===== src/rtl/adsr_env.sv =====
// adsr_env: ADSR envelope that attenuates a signed sample stream by a right shift.
// The shift amount ("total") runs MAX_SH -> 0 (attack), 0 -> S_level (decay),
// holds (sustain), then climbs back to MAX_SH (release). Steps are paced by a
// prescaler that counts EN strobes.
//
// Ports
//   CLK      : clock, rising edge
//   rst_n    : asynchronous active-low reset
//   EN       : sample strobe; envelope stepping and data_out update only when high
//   gate     : note on (1) / note off (0); edges act on any clock
//   data_in  : signed sample to attenuate
//   A_rate   : attack  EN-cycles per step minus 1
//   D_rate   : decay   EN-cycles per step minus 1
//   R_rate   : release EN-cycles per step minus 1
//   S_level  : sustain shift amount, clamped to MAX_SH
//   data_out : registered data_in >>> total (0 while idle)
//   total    : current shift amount
//   state    : IDLE=0, ATTACK=1, DECAY=2, SUSTAIN=3, RELEASE=4
//   z_flg    : one-cycle pulse when attack reaches shift 0
//   done     : one-cycle pulse on RELEASE -> IDLE
//   busy     : state != IDLE (combinational)
//
// MAX_SH = DL-1 must fit in SW bits.

module adsr_env #(
  parameter int unsigned DL = 16,
  parameter int unsigned WL = 8,
  parameter int unsigned SW = 5
) (
  input  logic                 CLK,
  input  logic                 rst_n,
  input  logic                 EN,
  input  logic                 gate,
  input  logic signed [DL-1:0] data_in,
  input  logic        [WL-1:0] A_rate,
  input  logic        [WL-1:0] D_rate,
  input  logic        [WL-1:0] R_rate,
  input  logic        [SW-1:0] S_level,
  output logic signed [DL-1:0] data_out,
  output logic        [SW-1:0] total,
  output logic        [2:0]    state,
  output logic                 z_flg,
  output logic                 done,
  output logic                 busy
);

  localparam logic [SW-1:0] MAX_SH = SW'(DL - 1);
  localparam logic [SW-1:0] ONE    = SW'(1);

  typedef enum logic [2:0] {
    ST_IDLE    = 3'd0,
    ST_ATTACK  = 3'd1,
    ST_DECAY   = 3'd2,
    ST_SUSTAIN = 3'd3,
    ST_RELEASE = 3'd4
  } state_t;

  // Registered state
  state_t             state_q;
  logic [SW-1:0]      total_q;
  logic [WL-1:0]      cnt_q;
  logic               gate_q;
  logic signed [DL-1:0] dout_q;
  logic               z_q;
  logic               done_q;

  // Next-state / helper signals
  state_t             state_d;
  logic [SW-1:0]      total_d;
  logic [WL-1:0]      cnt_d;
  logic signed [DL-1:0] dout_d;
  logic               z_d;
  logic               done_d;
  logic               rise;
  logic               fall;
  logic               active;
  logic               step;
  logic [WL-1:0]      rate_sel;
  logic [SW-1:0]      s_clamp;

  // Gate edge detection, independent of EN
  assign rise = gate & ~gate_q;
  assign fall = ~gate & gate_q;

  assign s_clamp = (S_level > MAX_SH) ? MAX_SH : S_level;

  // Rate for the current stepping phase; prescaler idles in IDLE/SUSTAIN
  always_comb begin
    rate_sel = '0;
    active   = 1'b0;
    case (state_q)
      ST_ATTACK:  begin rate_sel = A_rate; active = 1'b1; end
      ST_DECAY:   begin rate_sel = D_rate; active = 1'b1; end
      ST_RELEASE: begin rate_sel = R_rate; active = 1'b1; end
      default:    begin rate_sel = '0;     active = 1'b0; end
    endcase
  end

  assign step = EN & active & (cnt_q == rate_sel);

  // Envelope next-state; gate edges take priority over a coincident step
  always_comb begin
    state_d = state_q;
    total_d = total_q;
    z_d     = 1'b0;
    done_d  = 1'b0;
    case (state_q)
      ST_IDLE: begin
        total_d = MAX_SH;
        if (rise) state_d = ST_ATTACK;
      end
      ST_ATTACK: begin
        if (fall) begin
          state_d = ST_RELEASE;
        end else if (step) begin
          // Saturating decrement; a retrigger from 0 still completes the attack
          total_d = (total_q == '0) ? '0 : total_q - ONE;
          if (total_q <= ONE) begin
            state_d = ST_DECAY;
            z_d     = 1'b1;
          end
        end
      end
      ST_DECAY: begin
        if (fall) begin
          state_d = ST_RELEASE;
        end else if (total_q >= s_clamp) begin
          // Already at (or past, after a live S_level drop) the sustain level
          state_d = ST_SUSTAIN;
        end else if (step) begin
          total_d = total_q + ONE;
          if (total_d == s_clamp) state_d = ST_SUSTAIN;
        end
      end
      ST_SUSTAIN: begin
        if (fall) state_d = ST_RELEASE;
      end
      ST_RELEASE: begin
        if (rise) begin
          state_d = ST_ATTACK;
        end else if (step) begin
          if (total_q >= MAX_SH - ONE) begin
            total_d = MAX_SH;
            state_d = ST_IDLE;
            done_d  = 1'b1;
          end else begin
            total_d = total_q + ONE;
          end
        end
      end
      default: begin
        state_d = ST_IDLE;
        total_d = MAX_SH;
      end
    endcase
  end

  // Prescaler: clears on any state change and after each step
  always_comb begin
    cnt_d = cnt_q;
    if (state_d != state_q) begin
      cnt_d = '0;
    end else if (EN && active) begin
      cnt_d = step ? '0 : cnt_q + WL'(1);
    end
  end

  // Data path uses the shift amount before this clock's update
  always_comb begin
    dout_d = dout_q;
    if (EN) begin
      if (state_q == ST_IDLE) dout_d = '0;
      else                    dout_d = data_in >>> total_q;
    end
  end

  always_ff @(posedge CLK or negedge rst_n) begin
    if (!rst_n) begin
      state_q <= ST_IDLE;
      total_q <= MAX_SH;
      cnt_q   <= '0;
      gate_q  <= 1'b0;
      dout_q  <= '0;
      z_q     <= 1'b0;
      done_q  <= 1'b0;
    end else begin
      state_q <= state_d;
      total_q <= total_d;
      cnt_q   <= cnt_d;
      gate_q  <= gate;
      dout_q  <= dout_d;
      z_q     <= z_d;
      done_q  <= done_d;
    end
  end

  assign data_out = dout_q;
  assign total    = total_q;
  assign state    = 3'(state_q);
  assign z_flg    = z_q;
  assign done     = done_q;
  assign busy     = (state_q != ST_IDLE);

endmodule

===== config.mk =====
export PLATFORM = sky130hd
export DESIGN_NAME = adsr_env
export DESIGN_NICKNAME = d
export VERILOG_FILES = /design/src/rtl/adsr_env.sv
export SDC_FILE = /design/constraint.sdc
export NUM_CORES = 1
export LEC_CHECK = 0
export BUFFER_PORTS_ARGS = -buffer_cell sky130_fd_sc_hd__buf_4
export CAP_MARGIN = 5
export CORE_UTILIZATION = 35
export DETAILED_ROUTE_END_ITERATION = 8
export PLACE_DENSITY = 0.57
export SYNTH_ARGS = -nofsm -noshare
export SYNTH_HDL_FRONTEND = slang
export SYNTH_SLANG_ARGS = --single-unit

===== constraint.sdc =====
create_clock -name CLK -period 3.1 [get_ports CLK]
set_clock_uncertainty 0.1 [all_clocks]
set_input_delay 0.31 -clock CLK [delete_from_list [all_inputs] [get_ports CLK]]
set_output_delay 0.31 -clock CLK [all_outputs]
set_load 0.05 [all_outputs]

==> metrics.csv <==
stage;metric;value;unit
worst_setup_path;cp.required;3220;ps
sta;hold_viol_final;0;
logic_synthesis;synth-main-ff-cell;dfrtp_1;
logic_synthesis;yosysWarnings;0;
power_and_ir_drop;power.density;922;nW/um^2
sta;min_period;2770;ps
outcome;status;finished, final reports clean;
grt;antenna_found_initial;0;
sta;setup_violations;0;
routing;drc;0;
logic_synthesis;yosysSeqAreaShare;29.0;%
worst_setup_path;arrival;2890;ps
logic_synthesis;synth.avg_cell_area;9.05;um^2
sta;fmax;0.361;GHz
floorplanning;core_area;8300;um^2
routing;vias_per_cell;5.50;
min_path;hold_depth;1;
power_and_ir_drop;power.leakage;1.67;nW
logic_synthesis;synth_cell_types;56;
sta;slew_violations;0;
clock_network;cts_buffers;5;
logic_synthesis;yosys.area.top_type;dfrtp_1;
floorplanning;rows;33;
floorplanning;start_util;36.7;%
worst_setup_path;path_max_fanout;12;
routing;ant_nets;0;
clock_network;worstSkewPairLatency;290;ps
logic_synthesis;synth.top_cell.area_share;25.5;%
cells_and_area;antenna_cells;0;
routing;drtIter0Drc;137;
sta;worst_pin_slew;772;ps
worst_setup_path;worstSetupPathType;register to register;
grt;grt_pass1_wl;13.1;mm
routing;drt-total-wl;8.12;mm
logic_synthesis;synth_nets;395;
routing;wire_per_inst;15.8;um
power_and_ir_drop;power;3.52;mW
clock_network;clock_path_buffers;2;
sta;slew_headroom;48.5;%
cells_and_area;drive_gt1_share;31.0;%
cells_and_area;nFillCells;825;
grt;grt_max_degree;36;
cells_and_area;final_nets;468;
clock_network;cts_max_level;2;
clock_network;cts_sinks;35;
cells_and_area;areaGrowthSynthToFinish;25.6;%
floorplanning;io_pins;76;
placement;globalplace.congestion;0.811;
routing;firstDrtPassIters;5;
grt;grt_pass1_vias;2613;
cells_and_area;final_common_cell;buf_4;
grt;grtUsageTotal;18.6;%
floorplanning;die-area;9070;um^2
grt;grt_overflow;0;
worst_setup_path;critPathCaptureType;register;
logic_synthesis;syn_area;3040;um^2
logic_synthesis;synthArstFlopShare;100;%
power_and_ir_drop;peakVddDrop;0.383;mV
logic_synthesis;synth-edff-count;0;
clock_network;cts_tree;yes;
clock_network;cts_root_buf;clkbuf_8;
cells_and_area;layout_common_cells;87 x buf_4, 31 x dfrtp_1, 28 x nor2_1, 23 x a21oi_1, 23 x nand2_1;
logic_synthesis;syn_inst;336;
sta;finalCritPeriodShare;89.3;%
placement;dp.final_hpwl;6.14;mm
logic_synthesis;synthTopCellsByArea;dfrtp_1 26%, mux4_2 8.1%, ha_1 4.1%;
cells_and_area;multi_input_area;2000;um^2
sta;rsz0062_at_grt;false;
clock_network;clk_pin_slew;80;ps
floorplanning;die_w;95.2;um
placement;portBuffers;75;
cells_and_area;utilization;46.0;%
worst_setup_path;worstRegToRegCells;8;
logic_synthesis;synth-seq-cells;35;
clock_network;cts-resized-gates;0;
worst_setup_path;start_kind;register;
routing;num_vias;2831;
sta;tns;0;ps
cells_and_area;ff_latch_area;881;um^2
job;maxCapViolations;0;
floorplanning;die_y;95.2;um
min_path;hp-class;input pin to register;
## flip-flops by register name, summed over array words and instances (netlist names)
register	flops
cnt_q	8
data_out	16
done	1
gate_q	1
state	3
total	5
z_flg	1
## cell type report
| cell class | count | share of cell area [%] |
|---|---|---|
| clock buffers | 5 | 1.80 |
| clock inverters | 3 | 0.622 |
| inverters | 15 | 1.47 |
| multi-input cells | 264 | 52.3 |
| flip-flops and latches | 35 | 23.1 |
| well taps | 105 | 3.44 |
| repair buffers | 88 | 17.4 |
## report_power, final
part	switching (mW)	total [mW]	leakage (nW)	internal, mW
combinational	1.50	2.45	1.17	0.953
clock	0.188	0.349	0.0408	0.161
sequential	0.114	0.721	0.455	0.607
## metal layers
| layer | GRT usage, % | vias to the layer above | share of wire, % |
|---|---|---|---|
| met2 | 29.5 | 84 | 47 |
| met5 | 0 | - | 0 |
| met3 | 2.31 | 8 | 4.6 |
| met4 | 5.05 | 0 | 1.2 |
| li1 | - | 1397 | - |
| met1 | 26.5 | 1342 | 47 |
## critical path: stages (launching register included)
cell	delay [ps]
dfrtp_1	500
nor3b_2	210
buf_4	180
a222oi_1	400
xnor2_1	180
nor4_4	390
o211ai_2	190
and2_4	210
o32a_1	340
## per-stage QoR
| step | setup WS, ps | std cells | hold WS [ps] | area [um^2] |
|---|---|---|---|---|
| after global routing | 73.6 | 515 | 30.5 | 3820 |
| after global placement | 302 | 506 | 200 | 3720 |
| after detailed placement | 239 | 506 | 201 | 3720 |
| after floorplan | 19.2 | 336 | -85.6 | 3040 |
| final | 333 | 515 | 43.7 | 3820 |
| after CTS | 340 | 515 | 31.6 | 3820 |
## synth_stat cells (5+ instances only)
master / n
nand3_1: 7
nor2_1: 28
o21ai_0: 9
a21oi_1: 23
xnor2_1: 14
mux2i_1: 11
xor2_1: 5
dfrtp_1: 31
ha_1: 10
nor2b_1: 11
and2_1: 11
a222oi_1: 7
o21a_1: 5
mux4_2: 11
nor3_1: 5
a31oi_1: 5
mux2_2: 9
clkbuf_1: 14
nand2_1: 23
a211oi_1: 10
o22ai_1: 10
inv_1: 15
## path summary, 6_finish.rpt
check,from,end,slack [ps]
max,state[0]$_DFF_PN0_,total[3]$_DFFE_PN1P_,330
min,gate,gate_q$_DFF_PN0_,40
max reg2reg,state[0]$_DFF_PN0_,total[3]$_DFFE_PN1P_,330
min reg2reg,data_out[13]$_DFFE_PN0P_,data_out[13]$_DFFE_PN0P_,420
max in group asynchronous,rst_n,total[2]$_DFFE_PN1P_,2140
min in group asynchronous,rst_n,z_flg$_DFF_PN0_,410
## timing repair
action	CTS	global route
buffers inserted	0	0
hold endpoints to repair	31	0
hold buffers	1	0
## kinds of logic (layout without fill, tap and decap cells)
| family | Yosys count | count (layout) | share of synthesized area, % |
|---|---|---|---|
| adders and majority gates | 10 | 10 | 4.11 |
| buffers and inverters | 37 | 111 | 5.39 |
| DFF | 35 | 35 | 29.0 |
| other | 1 | 1 | 0.123 |
| AOI/OAI and AO/OA | 94 | 94 | 21.3 |
| and+or+nand+nor | 109 | 109 | 19.5 |
| muxes | 31 | 31 | 15.1 |
| xor gates and xnor gates | 19 | 19 | 5.47 |
(Power assumes the default switching activity.)
